**src/rtl/ctrl_fsm_if.sv**
```systemverilog
// ---------------------------------------------------------------------------
// ctrl_fsm_if -- instruction/data memory handshake bundle for ctrl_fsm.
//
// Signals (named from the controller's point of view):
//   imem_req_o    controller -> imem   fetch request
//   imem_ready_i  imem -> controller   fetch data valid this cycle
//   dmem_req_o    controller -> dmem   data access request
//   dmem_we_o     controller -> dmem   1 = store, 0 = load
//   dmem_size_o   controller -> dmem   access size (funct3[1:0])
//   dmem_ready_i  dmem -> controller   access completes this cycle
//
// Modports: master = controller side, slave = memory side.
// ---------------------------------------------------------------------------
interface ctrl_fsm_if;
    logic       imem_req_o;
    logic       imem_ready_i;
    logic       dmem_req_o;
    logic       dmem_we_o;
    logic [1:0] dmem_size_o;
    logic       dmem_ready_i;

    modport master (
        output imem_req_o, dmem_req_o, dmem_we_o, dmem_size_o,
        input  imem_ready_i, dmem_ready_i
    );

    modport slave (
        input  imem_req_o, dmem_req_o, dmem_we_o, dmem_size_o,
        output imem_ready_i, dmem_ready_i
    );
endinterface

```
**src/rtl/ctrl_fsm.sv**
```systemverilog
// ---------------------------------------------------------------------------
// ctrl_fsm -- multi-cycle RV32I control FSM.
//
// States FETCH(0) DECODE(1) EXECUTE(2) MEM(3) WB(4) FAULT(5). The opcode and
// funct3 are captured once in DECODE; every later state works from the
// captured class so the decoder inputs may change freely afterwards.
// A wait counter bounds each memory handshake; running out of patience
// parks the controller in FAULT until reset.
//
// Parameter: MAX_WAIT (2..255) -- wait cycles tolerated before faulting.
// Build option: CTRL_FSM_ILLEGAL_TRAP_EN -- when defined, an illegal opcode
//   in DECODE goes to FAULT; otherwise it executes as a NOP.
//
// Ports:
//   clk_i, rst_n_i            clock, synchronous active-low reset
//   opcode_i, funct3_i        from instruction decoder
//   branch_cond_i             branch comparator result
//   bus                       imem/dmem handshake (ctrl_fsm_if.master)
//   ir_we_o, pc_we_o, rf_we_o write enables
//   alu_a_sel_o, alu_b_sel_o  ALU operand selects (a: 0=rs1 1=pc, b: 0=rs2 1=imm)
//   pc_sel_o, wb_sel_o        next-pc / writeback selects
//   imm_sel_o                 immediate format (0=I 1=S 2=B 3=U 4=J)
//   state_o, fault_o, retire_o
// ---------------------------------------------------------------------------
module ctrl_fsm #(
    parameter int unsigned MAX_WAIT = 16
) (
    input  logic             clk_i,
    input  logic             rst_n_i,
    input  logic [6:0]       opcode_i,
    input  logic [2:0]       funct3_i,
    input  logic             branch_cond_i,
    ctrl_fsm_if.master       bus,
    output logic             ir_we_o,
    output logic             pc_we_o,
    output logic             rf_we_o,
    output logic             alu_a_sel_o,
    output logic             alu_b_sel_o,
    output logic [1:0]       pc_sel_o,
    output logic [1:0]       wb_sel_o,
    output logic [2:0]       imm_sel_o,
    output logic [2:0]       state_o,
    output logic             fault_o,
    output logic             retire_o
);

    typedef enum logic [2:0] {
        S_FETCH   = 3'd0,
        S_DECODE  = 3'd1,
        S_EXECUTE = 3'd2,
        S_MEM     = 3'd3,
        S_WB      = 3'd4,
        S_FAULT   = 3'd5
    } state_e;

    typedef enum logic [3:0] {
        C_NOP, C_LUI, C_AUIPC, C_JAL, C_JALR, C_BRANCH,
        C_LOAD, C_STORE, C_OPIMM, C_OP
    } cls_e;

    localparam logic [7:0] LP_MAX_WAIT = 8'(MAX_WAIT);

    state_e     r_state, w_nxt;
    cls_e       r_cls, w_dec_cls;
    logic [2:0] r_f3;
    logic [7:0] r_wait, w_wait_nxt;
    logic       w_wait_inc, w_dec_legal;

    // funct3[2] (load sign) and, without the trap option, the legality flag
    // have no consumer in the controller.
    logic [1:0] w_unused;
    assign w_unused   = {r_f3[2], w_dec_legal};
    assign w_wait_nxt = r_wait + 8'd1;

    // Opcode -> class for the DECODE capture.
    always_comb begin
        w_dec_cls   = C_NOP;
        w_dec_legal = 1'b1;
        case (opcode_i)
            7'b0110111: w_dec_cls = C_LUI;
            7'b0010111: w_dec_cls = C_AUIPC;
            7'b1101111: w_dec_cls = C_JAL;
            7'b1100111: w_dec_cls = C_JALR;
            7'b1100011: w_dec_cls = C_BRANCH;
            7'b0000011: w_dec_cls = C_LOAD;
            7'b0100011: w_dec_cls = C_STORE;
            7'b0010011: w_dec_cls = C_OPIMM;
            7'b0110011: w_dec_cls = C_OP;
            7'b0001111, 7'b1110011: w_dec_cls = C_NOP;
            default:    w_dec_legal = 1'b0;
        endcase
    end

    always_ff @(posedge clk_i) begin
        if (!rst_n_i) begin
            r_state <= S_FETCH;
            r_wait  <= '0;
            r_cls   <= C_NOP;
            r_f3    <= '0;
        end else begin
            r_state <= w_nxt;
            // Counter restarts whenever a new handshake phase begins.
            if (w_nxt != r_state && (w_nxt == S_FETCH || w_nxt == S_MEM))
                r_wait <= '0;
            else if (w_wait_inc)
                r_wait <= w_wait_nxt;
            if (r_state == S_DECODE) begin
                r_cls <= w_dec_cls;
                r_f3  <= funct3_i;
            end
        end
    end

    always_comb begin
        w_nxt           = r_state;
        w_wait_inc      = 1'b0;
        bus.imem_req_o  = 1'b0;
        bus.dmem_req_o  = 1'b0;
        bus.dmem_we_o   = 1'b0;
        bus.dmem_size_o = 2'd0;
        ir_we_o         = 1'b0;
        pc_we_o         = 1'b0;
        rf_we_o         = 1'b0;
        alu_a_sel_o     = 1'b0;
        alu_b_sel_o     = 1'b0;
        pc_sel_o        = 2'd0;
        wb_sel_o        = 2'd0;
        imm_sel_o       = 3'd0;
        fault_o         = 1'b0;
        retire_o        = 1'b0;
        state_o         = r_state;

        case (r_state)
            S_FETCH: begin
                bus.imem_req_o = 1'b1;
                if (bus.imem_ready_i) begin
                    ir_we_o = 1'b1;
                    w_nxt   = S_DECODE;
                end else begin
                    w_wait_inc = 1'b1;
                    // Fault on the cycle the counter would reach the limit.
                    if (w_wait_nxt == LP_MAX_WAIT) w_nxt = S_FAULT;
                end
            end
            S_DECODE: begin
`ifdef CTRL_FSM_ILLEGAL_TRAP_EN
                w_nxt = w_dec_legal ? S_EXECUTE : S_FAULT;
`else
                w_nxt = S_EXECUTE;
`endif
            end
            S_EXECUTE: begin
                alu_a_sel_o = (r_cls == C_AUIPC || r_cls == C_JAL || r_cls == C_BRANCH);
                alu_b_sel_o = (r_cls != C_OP);
                case (r_cls)
                    C_STORE:        imm_sel_o = 3'd1;
                    C_BRANCH:       imm_sel_o = 3'd2;
                    C_LUI, C_AUIPC: imm_sel_o = 3'd3;
                    C_JAL:          imm_sel_o = 3'd4;
                    default:        imm_sel_o = 3'd0;
                endcase
                if (r_cls == C_BRANCH) begin
                    pc_we_o  = 1'b1;
                    retire_o = 1'b1;
                    pc_sel_o = branch_cond_i ? 2'd1 : 2'd0;
                    w_nxt    = S_FETCH;
                end else if (r_cls == C_LOAD || r_cls == C_STORE) begin
                    w_nxt = S_MEM;
                end else begin
                    w_nxt = S_WB;
                end
            end
            S_MEM: begin
                bus.dmem_req_o  = 1'b1;
                bus.dmem_we_o   = (r_cls == C_STORE);
                bus.dmem_size_o = r_f3[1:0];
                if (bus.dmem_ready_i) begin
                    if (r_cls == C_STORE) begin
                        pc_we_o  = 1'b1;
                        retire_o = 1'b1;
                        w_nxt    = S_FETCH;
                    end else begin
                        w_nxt = S_WB;
                    end
                end else begin
                    w_wait_inc = 1'b1;
                    if (w_wait_nxt == LP_MAX_WAIT) w_nxt = S_FAULT;
                end
            end
            S_WB: begin
                rf_we_o  = (r_cls != C_NOP);
                pc_we_o  = 1'b1;
                retire_o = 1'b1;
                case (r_cls)
                    C_LOAD:        wb_sel_o = 2'd1;
                    C_JAL, C_JALR: wb_sel_o = 2'd2;
                    C_LUI:         wb_sel_o = 2'd3;
                    default:       wb_sel_o = 2'd0;
                endcase
                case (r_cls)
                    C_JAL:   pc_sel_o = 2'd1;
                    C_JALR:  pc_sel_o = 2'd2;
                    default: pc_sel_o = 2'd0;
                endcase
                w_nxt = S_FETCH;
            end
            S_FAULT: begin
                fault_o = 1'b1;
            end
            default: begin
                w_nxt = S_FETCH;
            end
        endcase

        // Reset silences every output in the same cycle, so an abandoned
        // transaction never leaks a write or retire pulse.
        if (!rst_n_i) begin
            bus.imem_req_o  = 1'b0;
            bus.dmem_req_o  = 1'b0;
            bus.dmem_we_o   = 1'b0;
            bus.dmem_size_o = 2'd0;
            ir_we_o         = 1'b0;
            pc_we_o         = 1'b0;
            rf_we_o         = 1'b0;
            alu_a_sel_o     = 1'b0;
            alu_b_sel_o     = 1'b0;
            pc_sel_o        = 2'd0;
            wb_sel_o        = 2'd0;
            imm_sel_o       = 3'd0;
            fault_o         = 1'b0;
            retire_o        = 1'b0;
            state_o         = 3'd0;
        end
    end

endmodule

```
**src/flat_wrapper.sv**
```systemverilog
// flat-port wrapper written by rule: the top's interface ports become plain ports
module ctrl_fsm_flat 
#(
    parameter int unsigned MAX_WAIT = 16
)
  (clk_i, rst_n_i, opcode_i, funct3_i, branch_cond_i, ir_we_o, pc_we_o, rf_we_o, alu_a_sel_o, alu_b_sel_o, pc_sel_o, wb_sel_o, imm_sel_o, state_o, fault_o, retire_o, bus_imem_req_o, bus_dmem_req_o, bus_dmem_we_o, bus_dmem_size_o, bus_imem_ready_i, bus_dmem_ready_i);
  ctrl_fsm_if bus_i ();
  input  logic clk_i;
  input  logic rst_n_i;
  input  logic [6:0] opcode_i;
  input  logic [2:0] funct3_i;
  input  logic branch_cond_i;
  output logic ir_we_o;
  output logic pc_we_o;
  output logic rf_we_o;
  output logic alu_a_sel_o;
  output logic alu_b_sel_o;
  output logic [1:0] pc_sel_o;
  output logic [1:0] wb_sel_o;
  output logic [2:0] imm_sel_o;
  output logic [2:0] state_o;
  output logic fault_o;
  output logic retire_o;
  output wire logic [$bits(bus_i.imem_req_o)-1:0] bus_imem_req_o;
  output wire logic [$bits(bus_i.dmem_req_o)-1:0] bus_dmem_req_o;
  output wire logic [$bits(bus_i.dmem_we_o)-1:0] bus_dmem_we_o;
  output wire logic [$bits(bus_i.dmem_size_o)-1:0] bus_dmem_size_o;
  input wire logic [$bits(bus_i.imem_ready_i)-1:0] bus_imem_ready_i;
  input wire logic [$bits(bus_i.dmem_ready_i)-1:0] bus_dmem_ready_i;
  assign bus_imem_req_o = bus_i.imem_req_o;
  assign bus_dmem_req_o = bus_i.dmem_req_o;
  assign bus_dmem_we_o = bus_i.dmem_we_o;
  assign bus_dmem_size_o = bus_i.dmem_size_o;
  assign bus_i.imem_ready_i = bus_imem_ready_i;
  assign bus_i.dmem_ready_i = bus_dmem_ready_i;
  ctrl_fsm #(.MAX_WAIT(MAX_WAIT)) u_core (.clk_i(clk_i), .rst_n_i(rst_n_i), .opcode_i(opcode_i), .funct3_i(funct3_i), .branch_cond_i(branch_cond_i), .bus(bus_i), .ir_we_o(ir_we_o), .pc_we_o(pc_we_o), .rf_we_o(rf_we_o), .alu_a_sel_o(alu_a_sel_o), .alu_b_sel_o(alu_b_sel_o), .pc_sel_o(pc_sel_o), .wb_sel_o(wb_sel_o), .imm_sel_o(imm_sel_o), .state_o(state_o), .fault_o(fault_o), .retire_o(retire_o));
endmodule
```
**config.mk**
```make
export PLATFORM = sky130hd
export DESIGN_NAME = ctrl_fsm_flat
export DESIGN_NICKNAME = d
export VERILOG_FILES = /design/src/rtl/ctrl_fsm_if.sv /design/src/rtl/ctrl_fsm.sv /design/src/flat_wrapper.sv
export SDC_FILE = /design/constraint.sdc
export NUM_CORES = 1
export LEC_CHECK = 0
export ABC_CLOCK_PERIOD_IN_PS = 2300
export CAP_MARGIN = 20
export CORE_UTILIZATION = 25
export CTS_CLUSTER_DIAMETER = 50
export DETAILED_ROUTE_END_ITERATION = 6
export SLEW_MARGIN = 20
export SYNTH_ARGS = -nofsm -noshare
export SYNTH_HDL_FRONTEND = slang
export SYNTH_SLANG_ARGS = --single-unit
```
**constraint.sdc**
```tcl
create_clock -name clk_i -period 2.3 [get_ports clk_i]
set_input_delay 0.46 -clock clk_i [delete_from_list [all_inputs] [get_ports clk_i]]
set_output_delay 0.46 -clock clk_i [all_outputs]
set_load 0.02 [all_outputs]
```
==> impl_results.md <==
- Global-route wire length before repair: between 6 and 7 mm
- Die area: roughly 6200 µm²
- Routed wire length per instance: between 10 and 15 µm
- Min-delay src: u_core.r_f3[1]$_SDFFE_PN0P_
- Pins Over Slew Limit: 0
- # hold bufs at CTS: 0
- Reg clk slew, reported paths: approximately 0.070 ns
- Antenna Diode Count: 0
- Final hold vios: 0
- Iter 0 DRT Violations: between 100 and 150
- TritonCTS clock tree: built
- Hold_ws: ~0.49 ns
- Layout cells sized above 1: 23.8%
- Leak pwr: around 0.00086 µW
- RSZ-0062 raised after global routing: false
- Worst R2R Setup Slack: 0.30 ns
- Largest net degree at the start of global routing: 13
- Family with the most delay on the worst path: buffers and inverters
- CP bufs+invs: 3
- Syn Area/Cell: around 7.7 µm²
- Remaining DRCs: 0
- Hold crit path type: reg2reg
- Antenna violations before repair: 0
- I/O pins: 37
- Pwr dens: ~420 nW/µm²
- Final antenna-violating net count: 0
- Row count: 27
- CTS buffer count: 3
- Layout area overhead: 39.9%
- Synth area leaders: dfxtp_1, nor2_1, a21oi_1
- Drt total wl: around 3.9 mm
- Synth warn: 0
- Clock sink count: 17
- Pwr Total: 867 µW
- Final setup fails: 0
- Synth Register Bits: 17
- Max IR drop VDD: approximately 0.18 mV
- Fin crit share: 95.2%
- Synthesized instance count: about 190
- Post-DP HPWL: a little over 3 mm
- Synth Cell Area: 1480 µm²
- Crit path max fanout: 6
- Largest stage delay, worst path: 0.31 ns
- FF-to-FF path depth: 7
- CP Launch Type: input port
- Syn Nets: 210
- Max_slew headroom: approximately 74%
- Post-layout min period: approximately 2.2 ns
- Worst Setup Slack post-DPL: -0.536 ns
- RR Startpoint: u_core.r_wait[0]$_SDFFE_PP0P_
- Nets@finish: roughly 260
- Cell variety after synth: 55
- Worst-margin pin slew: 0.388 ns
- Setup ws final: 0.110 ns
- Count of input and output buffers: 35
- Worst setup EP type: output port
- Crit path depth: 7
- Post-CTS setup buffer count: 0
- Total track usage: a little over an eighth
- Vias: between 1,500 and 2,000
- Worst path slowest cell: or2_2
- Crit path required time: about 1.8 ns
- Clk root buf: clkbuf_8
- FF-to-FF End: u_core.r_wait[1]$_SDFFE_PP0P_
- Clk Latency, worst-skew pair: around 0.25 ns
- Synth area leader: dfxtp_1
- Share of the synthesized area in the top cell type: between 20% and 30%
- Die height: between 70 and 80 µm
- Starting Density: between 20% and 30%
- Vias in the first global route: 1,455
- Clock buffer depth: 2
- Die extent in x: approximately 79 µm
- F_max: 0.457 GHz
- RePlAce Congestion: 0.793
- Register area share after synthesis: around 23%
- Path type of the worst setup path: in2out
- Crit path DAT: between 1.5 and 2 ns
- Clock skew: between 0.002 and 0.0025 ns
- Status: completed
- Hold EP: u_core.r_f3[1]$_SDFFE_PN0P_
- GRT overflow: 0
- Hold path depth: 2
- Routed vias/inst: 4.91
- Core Region: between 5000 and 6000 µm²
- Worst path cell trace: clkdlybuf4s15_1 -> nand2_1 -> inv_1 -> nand2_1 -> or2_2 -> nor2_1 -> clkdlybuf4s15_1
- Max-cap violations: 0
- CTS H-tree lvls: 1
- DRT Pass-1 Iters: 4
## worst reg2reg max path, cell delays in order (launching register included)
cell     delay, ns
dfxtp_1       0.36
ha_1          0.29
nor4b_1       0.34
a41oi_2       0.13
o31ai_2       0.43
a32oi_4       0.09
buf_12        0.16
a21oi_1       0.13
## routing by layer
| metal | track usage, % | vias to the layer above | routed length, µm |
|---|---|---|---|
| met5 | 0 | - | 0 |
| met4 | 5.27 | 0 | 56 |
| met3 | 1.15 | 6 | 169 |
| met2 | 21.0 | 51 | 1790 |
| met1 | 18.7 | 712 | 1900 |
| li1 | - | 782 | - |
## cell usage after synthesis (all sizes together)
master,number
mux2i,5
xnor2,2
a31oi,2
maj3,1
o21a,1
clkbuf,3
and2,5
or4,1
nand2,19
and3,3
nor4b,5
nor3,6
o22ai,2
xor2,6
ha,2
a21o,2
o32a,1
nand4b,1
nand4,3
o31ai,1
and2b,1
nand3b,1
mux2,1
nor2b,4
buf,9
inv,8
o31a,1
a32oi,4
a21oi,20
nand2b,8
o21ai,6
nand3,7
o41ai,1
a22oi,2
or2,3
a41oi,1
o211ai,1
dfxtp,17
nor2,25
nor4,2
## worst max path at each step
stage                                       startpoint              to  slack (ns)
after global routing                           rst_n_i    imm_sel_o[2]        0.02
after CTS                 u_core.r_state[1]$_SDFF_PN0_  bus_imem_req_o       0.003
after global placement                         rst_n_i    imm_sel_o[0]       -0.50
final                                          rst_n_i    imm_sel_o[2]        0.11
after detailed placement                       rst_n_i    imm_sel_o[0]       -0.54
after floorplan                                rst_n_i     wb_sel_o[0]        0.09
## through the flow
| stage | setup TNS (ns) | instances | area [µm²] | utilization [%] |
|---|---|---|---|---|
| after floorplan | 0 | 193 | 1490 | - |
| after global routing | 0 | 316 | 2080 | 37.0 |
| after CTS | 0 | 316 | 2090 | 37.2 |
| after detailed placement | -7.15 | 312 | 2060 | 36.7 |
| after global placement | -7.21 | 312 | 2060 | 36.7 |
| final | 0 | 316 | 2080 | 37.0 |
## cell families (layout without fill, tap and decap cells)
group | after synthesis | count (layout) | synth area share (%)
XOR/XNOR | 8 | 8 | 4.72
AO/OA/AOI/OAI | 45 | 45 | 22.9
buffers and inverters | 20 | 71 | 7.34
AND/OR/NAND/NOR | 94 | 94 | 35.7
multiplexers | 6 | 6 | 4.13
flip-flops | 17 | 17 | 22.9
adder cells (fa/ha/maj) | 3 | 3 | 2.36
## layout make-up
class | count | area [µm²]
Timing Repair Buffer | 59 | 522
Fill cell | 616 | 3530
Clock buffer | 3 | 41.3
Multi-Input combinational cell | 156 | 1050
Sequential cell | 17 | 342
Clock inverter | 1 | 5.00
Inverter | 8 | 30.0
Tap cell | 72 | 90.1
## report_power, final
| part | switching, µW | total (µW) | internal, µW | leakage [µW] |
|---|---|---|---|---|
| Sequential | 25.7 | 338 | 313 | 0.000138 |
| Combinational | 152 | 301 | 149 | 0.000697 |
| Clock | 108 | 228 | 120 | 0.0000255 |
## what timing repair did
item | CTS | global route
setup endpoints to repair | 22 | 9
gates resized for setup | 21 | 14
endpoints found under the hold margin | 0 | 0
## registers in the layout, summed over array words and instances (netlist names)
name,count
u_core.r_f3,2
u_core.r_state,3
u_core.r_wait,8
u_core.r_cls,4
## placed cells by master, fill, tap and decap left out, types with 6 or more instances in the layout
master	n
buf_4	22
nor2_1	21
nand2_1	19
a21oi_1	17
dfxtp_1	16
clkdlybuf4s50_1	15
dlygate4sd2_1	11
nand2b_1	8
inv_1	7
nand3_1	6
xor2_1	6
(Power assumes the default switching activity.)
